--- config.mk ---
export PLATFORM = sky130hd
export DESIGN_NAME = hub75_rx
export DESIGN_NICKNAME = d
export VERILOG_FILES = /design/src/rtl/hub75_pkg.sv /design/src/rtl/hub75_line_buffer.sv /design/src/rtl/hub75_rx.sv
export SDC_FILE = /design/constraint.sdc
export NUM_CORES = 1
export LEC_CHECK = 0
export CORE_MARGIN = 8
export CORE_UTILIZATION = 42
export CTS_BUF_LIST = sky130_fd_sc_hd__clkbuf_8
export CTS_CLUSTER_SIZE = 24
export DETAILED_ROUTE_END_ITERATION = 10
export REMOVE_ABC_BUFFERS = 1
export SLEW_MARGIN = 20
export SYNTH_ARGS = -nofsm -noshare
export SYNTH_HDL_FRONTEND = slang
export SYNTH_SLANG_ARGS = --single-unit
--- constraint.sdc ---
create_clock -name CLK -period 3.52 [get_ports CLK]
set_clock_uncertainty 0.2 [all_clocks]
set_input_delay 0.528 -clock CLK [delete_from_list [all_inputs] [get_ports CLK]]
set_output_delay 0.528 -clock CLK [all_outputs]
set_load 0.01 [all_outputs]
--- src/rtl/hub75_pkg.sv ---
// Shared HUB75 constants: panel geometry, pin packing and drain FSM encoding.
package hub75_pkg;
  localparam int WIDTH     = 64;
  localparam int ROWS      = 32;
  localparam int BIT_DEPTH = 8;
  localparam int OE_W      = 16;

  localparam int ADDR_W  = $clog2(ROWS);
  localparam int COL_W   = $clog2(WIDTH);
  localparam int PLANE_W = $clog2(BIT_DEPTH);
  localparam int RGB_W   = 6;

  // Bit positions inside hub_rgb / m_rgb: {b2,b1,g2,g1,r2,r1}
  localparam int RGB_R1 = 0;
  localparam int RGB_R2 = 1;
  localparam int RGB_G1 = 2;
  localparam int RGB_G2 = 3;
  localparam int RGB_B1 = 4;
  localparam int RGB_B2 = 5;

  localparam logic [0:0] ST_IDLE = 1'b0;
  localparam logic [0:0] ST_SEND = 1'b1;

  typedef struct packed {
    logic              clk;
    logic              lat;
    logic              oe;
    logic [ADDR_W-1:0] addr;
    logic [RGB_W-1:0]  rgb;
  } pins_t;

  // Pins as seen from an idle driver: blanked, no clock, no latch
  localparam pins_t PINS_IDLE = '{clk: 1'b0, lat: 1'b0, oe: 1'b1, addr: '0, rgb: '0};

  function automatic logic [PLANE_W-1:0] next_plane(input logic [PLANE_W-1:0] p);
    return (p == PLANE_W'(BIT_DEPTH - 1)) ? '0 : p + 1'b1;
  endfunction
endpackage

--- src/rtl/hub75_line_buffer.sv ---
// Two WIDTH x 6 row banks with one fill-side write port, one drain-side
// read port and a pending flag per bank (committed but not yet drained).
module hub75_line_buffer
  import hub75_pkg::*;
(
  input  logic             CLK,
  input  logic             RST,
  input  logic             wr_en,
  input  logic             wr_bank,
  input  logic [COL_W-1:0] wr_col,
  input  logic [RGB_W-1:0] wr_data,
  input  logic             commit_en,
  input  logic             commit_bank,
  input  logic             release_en,
  input  logic             release_bank,
  input  logic             rd_bank,
  input  logic [COL_W-1:0] rd_col,
  output logic [RGB_W-1:0] rd_data,
  output logic [1:0]       pending
);
  logic [RGB_W-1:0] mem [2*WIDTH];

  // Pixel storage is not reset; stale slots legitimately show through on short rows
  always_ff @(posedge CLK) begin
    if (wr_en) mem[{wr_bank, wr_col}] <= wr_data;
  end

  assign rd_data = mem[{rd_bank, rd_col}];

  // A commit marks a bank full; the drain side frees it after its last beat
  always_ff @(posedge CLK) begin
    if (RST) begin
      pending <= '0;
    end else begin
      for (int b = 0; b < 2; b++) begin
        if (commit_en && commit_bank == 1'(b)) pending[b] <= 1'b1;
        else if (release_en && release_bank == 1'(b)) pending[b] <= 1'b0;
      end
    end
  end
endmodule

--- src/rtl/hub75_rx.sv ---
// HUB75 receive endpoint: samples the driver pins, rebuilds each latched
// row / bit-plane into a double buffer and streams it out column by column.
module hub75_rx
  import hub75_pkg::*;
(
  input  logic               CLK,
  input  logic               RST,
  input  logic               hub_clk,
  input  logic               hub_lat,
  input  logic               hub_oe,
  input  logic [ADDR_W-1:0]  hub_addr,
  input  logic [RGB_W-1:0]   hub_rgb,
  output logic               m_valid,
  input  logic               m_ready,
  output logic [COL_W-1:0]   m_col,
  output logic [ADDR_W-1:0]  m_row,
  output logic [PLANE_W-1:0] m_plane,
  output logic [RGB_W-1:0]   m_rgb,
  output logic               m_last,
  output logic [OE_W-1:0]    m_oe_cycles,
  output logic               err_len,
  output logic               err_ovf
);
  pins_t s1, s2;
  logic  s3_clk, s3_lat;
  logic  clk_rise, lat_rise;

  // Two synchronizer stages plus a history flop for edge detection
  always_ff @(posedge CLK) begin
    if (RST) begin
      s1     <= PINS_IDLE;
      s2     <= PINS_IDLE;
      s3_clk <= 1'b0;
      s3_lat <= 1'b0;
    end else begin
      s1     <= '{clk: hub_clk, lat: hub_lat, oe: hub_oe, addr: hub_addr, rgb: hub_rgb};
      s2     <= s1;
      s3_clk <= s2.clk;
      s3_lat <= s2.lat;
    end
  end

  assign clk_rise = s2.clk & ~s3_clk;
  assign lat_rise = s2.lat & ~s3_lat;

  logic [COL_W:0]   col_cnt, col_next;
  logic [OE_W-1:0]  oe_cnt, oe_next;
  logic             fill_bank;
  logic [1:0]       pending;
  logic             drop, do_commit, wr_en;
  logic             col_room;

  assign col_room  = col_cnt < (COL_W+1)'(WIDTH);
  assign col_next  = (clk_rise && col_room) ? col_cnt + 1'b1 : col_cnt;
  assign oe_next   = (!s2.oe && oe_cnt != {OE_W{1'b1}}) ? oe_cnt + 1'b1 : oe_cnt;
  assign drop      = lat_rise && (&pending);
  assign do_commit = lat_rise && !drop;
  // A bank still awaiting drain is never overwritten by the fill side
  assign wr_en     = clk_rise && col_room && !pending[fill_bank];

  // Fill-side column and blank-time counters; a latch restarts both
  always_ff @(posedge CLK) begin
    if (RST) begin
      col_cnt   <= '0;
      oe_cnt    <= '0;
      fill_bank <= 1'b0;
    end else if (lat_rise) begin
      col_cnt <= '0;
      oe_cnt  <= '0;
      if (!drop) fill_bank <= ~fill_bank;
    end else begin
      col_cnt <= col_next;
      oe_cnt  <= oe_next;
    end
  end

  logic [ADDR_W-1:0]  prev_row;
  logic [PLANE_W-1:0] prev_plane, commit_plane;
  logic               prev_valid;

  assign commit_plane = (prev_valid && s2.addr == prev_row) ? next_plane(prev_plane) : '0;

  // Plane history only advances on rows that are actually committed
  always_ff @(posedge CLK) begin
    if (RST) begin
      prev_valid <= 1'b0;
      prev_row   <= '0;
      prev_plane <= '0;
    end else if (do_commit) begin
      prev_valid <= 1'b1;
      prev_row   <= s2.addr;
      prev_plane <= commit_plane;
    end
  end

  logic [ADDR_W-1:0]  meta_row   [2];
  logic [PLANE_W-1:0] meta_plane [2];
  logic [OE_W-1:0]    meta_oe    [2];

  // Per-bank row descriptor captured alongside the commit
  always_ff @(posedge CLK) begin
    if (do_commit) begin
      meta_row[fill_bank]   <= s2.addr;
      meta_plane[fill_bank] <= commit_plane;
      meta_oe[fill_bank]    <= oe_next;
    end
  end

  // Sticky error flags, cleared only by reset
  always_ff @(posedge CLK) begin
    if (RST) begin
      err_len <= 1'b0;
      err_ovf <= 1'b0;
    end else begin
      if (do_commit && col_next != (COL_W+1)'(WIDTH)) err_len <= 1'b1;
      if (drop) err_ovf <= 1'b1;
    end
  end

  logic [0:0]       state;
  logic             drain_bank;
  logic             beat_done, row_end, load, rd_bank;
  logic [COL_W-1:0] rd_col;
  logic [RGB_W-1:0] rd_data;

  assign beat_done = m_valid && m_ready;
  assign row_end   = (state == ST_SEND) && beat_done && (m_col == COL_W'(WIDTH - 1));

  hub75_line_buffer u_buf (
    .CLK          (CLK),
    .RST          (RST),
    .wr_en        (wr_en),
    .wr_bank      (fill_bank),
    .wr_col       (col_cnt[COL_W-1:0]),
    .wr_data      (s2.rgb),
    .commit_en    (do_commit),
    .commit_bank  (fill_bank),
    .release_en   (row_end),
    .release_bank (drain_bank),
    .rd_bank      (rd_bank),
    .rd_col       (rd_col),
    .rd_data      (rd_data),
    .pending      (pending)
  );

  // Pick the next beat to present: first column of a pending bank or the next column
  always_comb begin
    rd_bank = drain_bank;
    rd_col  = '0;
    load    = 1'b0;
    if (state == ST_IDLE) begin
      load = pending[drain_bank];
    end else if (beat_done) begin
      if (row_end) begin
        rd_bank = ~drain_bank;
        load    = pending[~drain_bank];
      end else begin
        rd_col = m_col + 1'b1;
        load   = 1'b1;
      end
    end
  end

  // Drain FSM with registered outputs that hold until the sink accepts
  always_ff @(posedge CLK) begin
    if (RST) begin
      state       <= ST_IDLE;
      drain_bank  <= 1'b0;
      m_valid     <= 1'b0;
      m_col       <= '0;
      m_row       <= '0;
      m_plane     <= '0;
      m_rgb       <= '0;
      m_last      <= 1'b0;
      m_oe_cycles <= '0;
    end else begin
      if (row_end) drain_bank <= ~drain_bank;
      if (load) begin
        state       <= ST_SEND;
        m_valid     <= 1'b1;
        m_col       <= rd_col;
        m_rgb       <= rd_data;
        m_row       <= meta_row[rd_bank];
        m_plane     <= meta_plane[rd_bank];
        m_oe_cycles <= meta_oe[rd_bank];
        m_last      <= (rd_col == COL_W'(WIDTH - 1));
      end else if (row_end) begin
        state   <= ST_IDLE;
        m_valid <= 1'b0;
      end
    end
  end
endmodule

# == Word-level counts from Yosys, hierarchy flattened ==
# Memories as Yosys holds them, arrays and structs flattened. A register that Yosys moved wholly into a read port is not among the register bits.
# Index checks and enable logic that the tools add are counted.
# classes
add_sub_neg,4
magnitude_cmp,4
n_eq_ne,6
mux,29
bitwise,7
reduce_logical,23
# ops
op,n
1-bit 2-to-1 mux,22
6-bit 2-to-1 mux,3
"16-bit by 1-bit adder with 16-bit output, second input constant",1
16-bit 2-to-1 mux,1
"16-bit != test, second input constant",1
1-bit logical AND,14
"6-bit equality test, second input constant",2
"7-bit by 1-bit adder with 7-bit output, second input constant",1
"7-bit less-than comparator, second input constant",1
7-bit 2-to-1 mux,1
"7-bit != test, second input constant",1
"6-bit by 1-bit adder with 6-bit output, second input constant",1
"1-bit by 2-bit less-than comparator with 1-bit output, second input constant",3
3-bit 2-to-1 mux,2
2-bit nonzero test,3
5-bit equality test,1
1-bit NOT,5
2-bit AND reduction,2
"3-bit by 1-bit adder with 3-bit output, second input constant",1
"3-bit equality test, second input constant",1
1-bit logical NOT,3
1-bit bitwise AND,2
2-bit OR reduction,1
# totals
ff_bits,76
mem_bits_rw,816
in_bits,17
out_inout_bits,40
elab_cells,103
memories,4
# memory_table
memory,depth,word_bits,read_ports,rd_clocked_by_memory_dff,wr,line_no,rtl
u_buf.mem,128,6,1,1,1,hub75_line_buffer.sv:21,logic [RGB_W-1:0] mem [2*WIDTH];
meta_oe,2,16,1,1,1,hub75_rx.sv:98,logic [OE_W-1:0] meta_oe [2];
meta_row,2,5,1,1,1,hub75_rx.sv:96,logic [ADDR_W-1:0] meta_row [2];
meta_plane,2,3,1,1,1,hub75_rx.sv:97,logic [PLANE_W-1:0] meta_plane [2];

# == Logic depth before layout (Yosys ltp) ==
# Gate-level depths: netlist of run 1.
# logic_depth
depth_word,7
mapped_depth,13
mapped_depth_nobuf,12

# == Hierarchy ==
# A second synthesis of run 1 with hierarchy kept.
# unflattened
hier_cells,1940
area_unflattened_um2,36414.9
# by_module_without_submodules
mod,n_inst,cells_each,area_per_inst_um2,seq_area_each_um2
hub75_line_buffer,1,1274,29864.9,23102.2
hub75_rx,1,666,6550.0,3523.4

# == Least setup slack after synthesis of run 1 ==
# No wires, ideal clock.
# synth_path
path_type,input-to-reg
start,input port m_ready
end,"register m_rgb[0], read port of u_buf.mem"
setup_ps,134
arrival_time_ps,2792
required_ps,3186
slack_ps,394
path_stages,12
path_buffers,2
path_cell_list,nand2_1 > buf_2 > clkbuf_1 > nor2_1 > ha_1 > nor2_1 > a21oi_2 > and2_1 > o21ai_0 > a2111oi_0 > nor4bb_1 > nor4_1
# synth_via
elab_chain_len,6
elab_cells_between_ends,12
cone_classes,mux: 9; reduce/logical: 3
# synth_lines
item,line_no,rtl
"start, declared",hub75_rx.sv:14,"input logic m_ready,"
1-bit logical AND *,hub75_rx.sv:126,assign beat_done = m_valid && m_ready;
1-bit logical AND (2 in a row),hub75_rx.sv:127,assign row_end = (state == ST_SEND) && beat_done && (m_col == COL_W'(WIDTH - 1));
6-bit 2-to-1 mux (tied with other cells),hub75_rx.sv:154,if (row_end) begin
6-bit 2-to-1 mux or 1-bit 2-to-1 mux (tied branches),hub75_rx.sv:153,end else if (beat_done) begin
6-bit 2-to-1 mux or 1-bit 2-to-1 mux (tied branches),hub75_rx.sv:151,if (state == ST_IDLE) begin
"end, declared",hub75_rx.sv:18,"output logic [RGB_W-1:0] m_rgb,"
# Mark *: on every way between the ends. The rest lies on a longest branch, timed or not.
# A chain may end at the register's enable or synchronous reset.

# == Final worst setup path of run 1 ==
# layout_path
start,register m_col[0]
end,"register m_rgb[1], read port of u_buf.mem"
# layout_via
elab_chain_len,5
elab_cells_between_ends,12
cone_classes,add/sub: 1; eq/ne: 1; mux: 9; reduce/logical: 1
# layout_lines
item,line_no,rtl
"start, declared",hub75_rx.sv:15,"output logic [COL_W-1:0] m_col,"
"start signal, assigned",hub75_rx.sv:181,m_col <= rd_col;
branches (longest 5 deep; another with 6-bit by 1-bit adder with 6-bit output),--,
# Parallel ways; which one is timed is not known.

==> run metrics, run 1 <==
P&R area growth vs syn 17.54%; Die Wd a little over 300 um; Routed WL per cell roughly 25 um; Total Power ~22 mW; post-route minimum period between 3 and 4 ns; Yosys warnings 0; mean post-synth cell area roughly 14 um^2; Initial Utilization 0.4231; Clk Latency, worst-skew pair between 0.8 and 0.9 ns; vias in the first global route roughly 24000; FF+latch area 0.02665 mm^2; dominant cell type by area after synthesis edfxtp_1; Leakage Power approximately 16 nW; min-delay worst type input pin to register; #FFs+latches synth slightly above 900; DRC viols 0; CTS Buffer Depth 3; Rows ~110; sequential fraction of the synthesis area 0.7253; hpwl dp 67440 um; Rel. slew slack 0.3435; Post-Synthesis Cell Area 0.03671 mm^2; asr flop ratio synth 0; H-tree levels 4; CP endpoint kind register; via count between 20000 and 25000; crit start category register; largest net degree at the start of global routing 129; multi-input combinational cell area 0.009454 mm^2; fin crit share 0.9757; VDD IR max 0.0003072 V; Top-Level Pins 57; first-pass GRT wire length about 150000 um; overflow left after global routing 0; CP Max Fanout 21; endpoints failing hold 0; initial antenna violation count 3; Max-Cap Viols 0; CORE AREA about 0.087 mm^2; Detailed Route Iter0 Violations 2740; cell area after layout between 0.04 and 0.05 mm^2; Post-layout nets between 2000 and 3000; layout cells sized above 1 0.1753; Worst Max-Slew Pin Slew roughly 1 ns; Post-DRT Antenna Nets 0; fill cell count between 7000 and 8000; top-area cell type share of the netlist area 0.6675; f_max 291.2 MHz; clock sinks 922; CP arrival just under 4 ns; main flop type after synthesis edfxtp_1; clock-pin slew on the worst setup and hold paths 0.06 ns; placed standard-cell area ~0.04 mm^2; run status finished, final reports clean; total CTS buffers 150; Root Buffer clkbuf_8; CTS tree yes; drt pass-1 iters 6; Pwr per Cell Area 502.9 mW/mm^2; Crit Path Class register to register; Synth Instances about 2600; unrepaired setup endpoints after global routing false; vias per inst between 5 and 6; EDFF count, synth slightly above 800; total count of max-transition violations in the final report 0; Post-Route WL 104100 um; # setup viols final 0; Netlist cell types 80; I/O Buffers 56; GRT Util Overall 0.2086; top post-synthesis cells by area edfxtp_1 (67%), dfxtp_1 (5.8%), mux2i_1 (2.9%); die area between 0.09 and 0.1 mm^2; Required @ worst endpoint 4.00 ns; RD Place Congestion ~0.93; die extent in y between 300 and 400 um
==> state kept, by name, summed over array words and instances (netlist names), 3 cells and up <==
register     flops
meta_row        10
m_row            5
m_oe_cycles     16
meta_oe         32
prev_plane       3
prev_row         5
m_rgb            6
m_plane          3
u_buf.mem      768
m_col            6
meta_plane       6
col_cnt          7
s2              14
s1              14
oe_cnt          16
==> power by group <==
group	total, mW	switching [mW]	internal [mW]	leakage (nW)
Sequential	12.0	0.0902	11.9	9.42
Combinational	0.724	0.442	0.282	4.41
Clock	8.97	4.38	4.59	1.70
==> Yosys cell counts, drive strengths merged, types with 13 or more instances <==
cell type  number
nand4          18
a211oi         49
o21ai          50
or3            13
a2bb2oi        13
nor2          234
inv            31
o22ai          83
xnor2          18
mux2           71
dfxtp         106
nor3           15
mux2i         106
nand3          96
o221ai         65
and3           13
a21oi          94
a31oi          19
edfxtp        816
buf           103
clkbuf         61
nand2         260
a21o           15
nor2b          66
==> cell type report <==
| class | count | area share |
|---|---|---|
| well taps | 1155 | 0.03349 |
| inverters | 31 | 0.002697 |
| repair buffers | 276 | 0.05918 |
| clock buffers | 160 | 0.05104 |
| flip-flops and latches | 922 | 0.6177 |
| multi-input cells | 1478 | 0.2191 |
| clock inverters | 117 | 0.01656 |
| diodes | 4 | 0.0002320 |
==> path summary, 6_finish.rpt <==
path | slack, ns | start | depth (start not counted) | to
min | 0.09 | RST | 3 | s2[9]$_SDFF_PP0_
min reg2reg | 0.21 | s1[11]$_SDFF_PP1_ | 1 | s2[11]$_SDFF_PP1_
max reg2reg | 0.09 | m_col[0]$_SDFFE_PP0P_ | 13 | m_rgb[1]$_SDFFE_PP0P_
max | 0.09 | m_col[0]$_SDFFE_PP0P_ | 13 | m_rgb[1]$_SDFFE_PP0P_
==> layout by cell type (no fill, tap or decap), types with 8 or more instances in the layout <==
cell             count
a21oi_1             86
a31oi_1             19
buf_12              24
a2bb2oi_1            9
o21ai_0             39
nor3_1              15
nor2_1             230
nand3b_1            10
and3_1              13
dlygate4sd3_1       11
xor2_1              10
o31a_1              12
nor2b_1             66
o21ai_1              8
dfxtp_1             98
or3_1               13
and2_1               8
a21o_1              14
nand2b_1            11
nand4_1             18
nand3_1             95
xnor2_1             17
clkinv_2            12
buf_4              181
inv_1               88
o221ai_1            64
clkdlybuf4s50_1     55
a211oi_1            45
edfxtp_1           816
nand2_1            260
clkbuf_8           160
o32ai_1              9
mux2i_1            104
a22oi_1              9
mux2_2              66
o22ai_1             83
clkinv_1            30
o211ai_1            12
==> worst max-delay path, cell delays in order (launching register included) <==
cell and delay [ns]:
dfxtp_4 0.34, ha_1 0.21, and4_1 0.23, buf_6 0.15, buf_6 0.15, a21o_4 0.25
buf_12 0.13, buf_12 0.15, mux2i_2 0.22, mux2_1 0.19, a2bb2oi_2 0.16, nand4_1 0.22
nor4_4 0.56, nor4_1 0.10
==> routing by layer <==
metal	global-route usage	wire length [um]	up-vias
met5	0	0	-
met2	0.3219	47210	1242
met4	0.07581	3402	0
met1	0.2866	43670	11800
li1	-	-	10470
met3	0.05104	9867	178
==> logic make-up (layout without fill, tap and decap cells) <==
group,Yosys count,after routing,share of synthesized area
other,0,4,0
multiplexers,177,177,0.05068
adder cells (fa/ha/maj),7,7,0.002386
flip-flops,922,922,0.7253
AND/OR/NAND/NOR,775,775,0.09625
XOR/XNOR,28,28,0.006885
buffers and inverters,195,584,0.02372
AO/OA/AOI/OAI,490,491,0.09476
==> stage by stage <==
stage                     hold slack, ns    util  worst slack [ns]  cells  TNS (ns)
after global placement            0.1975  0.4596           -0.8042   3846    -3.362
after global routing             0.03283  0.4973          0.007972   4141         0
after detailed placement          0.1990  0.4596           -0.8062   3846    -3.326
after floorplan                   0.1895       -            -6.202   2430   -188.27
final                            0.09134  0.4974           0.08546   4143         0
after CTS                       0.001523  0.4954          0.002384   4134         0
==> repair_timing <==
action / CTS / global route
cloned: 0 / 1
resized for setup: 15 / 23
setup buffers: 0 / 4
hold endpoints to repair: 11 / 0
setup endpoints to repair: 4 / 5
pin swaps: 2 / 11
hold buffers: 11 / 0
Power figures use the tool's default switching activity.
==> run 2, diff against run 1 <==
Settings changed: RECOVER_POWER from default to 50.
==> run 2 against run 1 <==
Effect of this change:
- first-iteration DRC count shrank 1.1%
- flip-flop and latch count did not move
- worst setup slack worse by 0.014 ns
- critical endpoint is now m_rgb[3]$_SDFFE_PP0P_
- routed wire length is essentially flat
- fmax down 0.40%
- the flow now finishes with violations (capacitance limit, slew limit)
- combinational power is 0.6% lower
==> run metrics, run 2 (synthesis results as in run 1) <==
run status finished with violations (was finished, final reports clean); failing checks capacitance limit, slew limit; Detailed Route Iter0 Violations 2709 (was 2740); vias per inst 5.717 (about the same); most frequent cells in the layout edfxtp_1 (816), nand2_1 (260), nor2_1 (231), buf_4 (172), clkbuf_8 (160) (was edfxtp_1 (816), nand2_1 (260), nor2_1 (230), buf_4 (181), clkbuf_8 (160)); Clk Latency, worst-skew pair 0.83 ns (about the same); Critical R2R Capture m_rgb[3]$_SDFFE_PP0P_ (was m_rgb[1]$_SDFFE_PP0P_); commonest non-fill, non-tap cell in the layout edfxtp_1 (unchanged); Largest Register u_buf.mem (unchanged); total CTS buffers 150 (unchanged); Root Buffer clkbuf_8 (unchanged); vias in the first global route 23670 (unchanged); Crit Path Class register to register (unchanged); P&R area growth vs syn 17.31% (was 17.54%); f_max 290.0 MHz (was 291.2 MHz); Critical Path Start m_col[1]$_SDFFE_PP0P_ (was m_col[0]$_SDFFE_PP0P_); crit-path cells ha_1 > and4_1 > buf_6 > buf_6 > a21o_4 > buf_12 > buf_12 > mux2i_4 > mux2_1 > a2bb2oi_2 > nand4_1 > nor4_4 > nor4_1 (was ha_1 > and4_1 > buf_6 > buf_6 > a21o_4 > buf_12 > buf_12 > mux2i_2 > mux2_1 > a2bb2oi_2 > nand4_1 > nor4_4 > nor4_1); CORE AREA 0.08675 mm^2 (unchanged); crit start category register (unchanged); CP Max Fanout 21 (unchanged); Total Power 21.71 mW (was 21.70 mW); I/O Buffers 56 (unchanged); # setup viols final 0 (unchanged); min-delay worst type input pin to register (unchanged); Buf/Inv on CP 4 (unchanged); CTS tree yes (unchanged); Largest register FFs 768 (unchanged); Hold Path Origin hub_rgb[4] (was RST); Rows 108 (unchanged); unrepaired setup endpoints after global routing false (unchanged); Worst Max-Slew Pin Slew 2.838 ns (was 0.9847 ns); reg2reg setup slack 0.07 ns (was 0.09 ns); setup TNS 0 ns (unchanged); overflow left after global routing 0 (unchanged); H-tree levels 4 (unchanged); DRC viols 0 (unchanged); via count 23680 (was 23690); initial antenna violation count 2 (was 3); total count of max-transition violations in the final report 452 (was 0); Rel. slew slack -0.8917 (was 0.3435); largest net degree at the start of global routing 129 (unchanged); R2R cell count 13 (unchanged); die extent in y 311.6 um (unchanged); biggest regs u_buf.mem: 768 flops, meta_oe: 32 flops (unchanged); Die Wd 311.6 um (unchanged); Post-layout nets 2883 (unchanged); die area 0.09712 mm^2 (unchanged); CP top delay family simple AND/OR/NAND/NOR gates (unchanged); fin crit share 0.9796 (was 0.9757); CTS Buffer Depth 3 (unchanged); CP arrival 3.94 ns (was 3.91 ns); clock sinks 922 (unchanged); CP endpoint kind register (unchanged); Initial Utilization 0.4231 (unchanged); Routed WL per cell 25.15 um (was 25.14 um); Max-Cap Viols 7 (was 0); GRT Util Overall 0.2086 (unchanged); Finished Layout Cells 4141 (was 4143); slowest cell on the critical path nor4_4 (unchanged); Post-Route WL 104200 um (was 104100 um); post-route minimum period 3.448 ns (was 3.435 ns); Pwr per Cell Area 504.1 mW/mm^2 (was 502.9 mW/mm^2); first-pass GRT wire length 153700 um (unchanged); VDD IR max 0.0003071 V (was 0.0003072 V); Leakage Power 15.48 nW (was 15.53 nW); Critical Path End m_rgb[3]$_SDFFE_PP0P_ (was m_rgb[1]$_SDFFE_PP0P_); Reg-to-Reg Start m_col[1]$_SDFFE_PP0P_ (was m_col[0]$_SDFFE_PP0P_); dpl cells 3846 (unchanged); drt pass-1 iters 6 (unchanged); WP depth 13 (unchanged); clock-pin slew on the worst setup and hold paths 0.07 ns (was 0.06 ns); Required @ worst endpoint 4.01 ns (was 4.00 ns); Top-Level Pins 57 (unchanged); hpwl dp 67440 um (unchanged); largest stage delay on the critical path 0.56 ns (about the same); endpoints failing hold 0 (unchanged); Post-DRT Antenna Nets 0 (unchanged); layout cells sized above 1 0.1706 (was 0.1753); RD Place Congestion 0.9299 (unchanged)
==> run 2: final cells by class <==
type / count / area, um^2
repair buffers: 276 / 2494
clock buffers: 160 / 2202
well taps: 1155 / 1445
diodes: 2 / 5.005
flip-flops and latches: 922 / 26630
inverters: 31 / 116.4
fillers: 7499 / 43690
clock inverters: 117 / 714.4
multi-input cells: 1478 / 9452
==> run 2: routing by layer <==
layer,vias up,part of all wire,track usage
met4,0,0.033,0.07581
met3,193,0.095,0.05104
met1,11810,0.42,0.2866
met5,-,0,0
met2,1203,0.45,0.3219
li1,10470,-,-
==> run 2: worst register-to-register path: stages, from the launching register on <==
cell and delay, ns:
dfxtp_1 0.34, ha_1 0.19, and4_1 0.24, buf_6 0.16
buf_6 0.18, a21o_4 0.19, buf_12 0.12, buf_12 0.16
mux2i_4 0.29, mux2_1 0.19, a2bb2oi_2 0.17, nand4_1 0.21
nor4_4 0.57, nor4_1 0.11
==> run 2: where the power goes <==
| part | leakage, nW | internal (mW) | switching [mW] | total, mW |
|---|---|---|---|---|
| clock network | 1.70 | 4.59 | 4.39 | 8.97 |
| registers | 9.42 | 11.9 | 0.0895 | 12.0 |
| logic | 4.37 | 0.277 | 0.444 | 0.720 |
| total | 15.5 | 16.8 | 4.92 | 21.7 |
==> run 2: repair_timing <==
item                                   4_1_cts  5_1_grt
pin swaps                                    2       11
endpoints found under the hold margin       11        0
setup endpoints to repair                    4        5
setup buffers                                0        4
hold buffers                                11        0
cloned                                       0        1
gates resized for setup                     15       23
==> run 2: worst min-delay path by stage <==
| stage | endpoint | slack (ns) | depth (start not counted) |
|---|---|---|---|
| 6_report | s1[4]$_SDFF_PP0_ | 0.1 | 2 |
| 5_1_grt | s1[4]$_SDFF_PP0_ | 0.03 | 2 |
| 4_1_cts | s1[4]$_SDFF_PP0_ | 0.002 | 2 |
| 3_5_place_dp | s2[11]$_SDFF_PP1_ | 0.20 | 1 |
| 3_3_place_gp | s2[11]$_SDFF_PP1_ | 0.20 | 1 |
| 2_1_floorplan | s2[11]$_SDFF_PP1_ | 0.19 | 1 |
==> run 2: stage by stage <==
stage / setup WS (ns) / utilization / instance area (um^2) / hold slack [ns]
6_report: 0.07181 / 0.4964 / 43060 / 0.09751
5_1_grt: 0.009771 / 0.4964 / 43060 / 0.03278
4_1_cts: 0.002384 / 0.4954 / 42980 / 0.001523
3_5_place_dp: -0.8062 / 0.4596 / 39870 / 0.1990
3_3_place_gp: -0.8042 / 0.4596 / 39870 / 0.1975
2_1_floorplan: -6.202 / - / 35950 / 0.1895
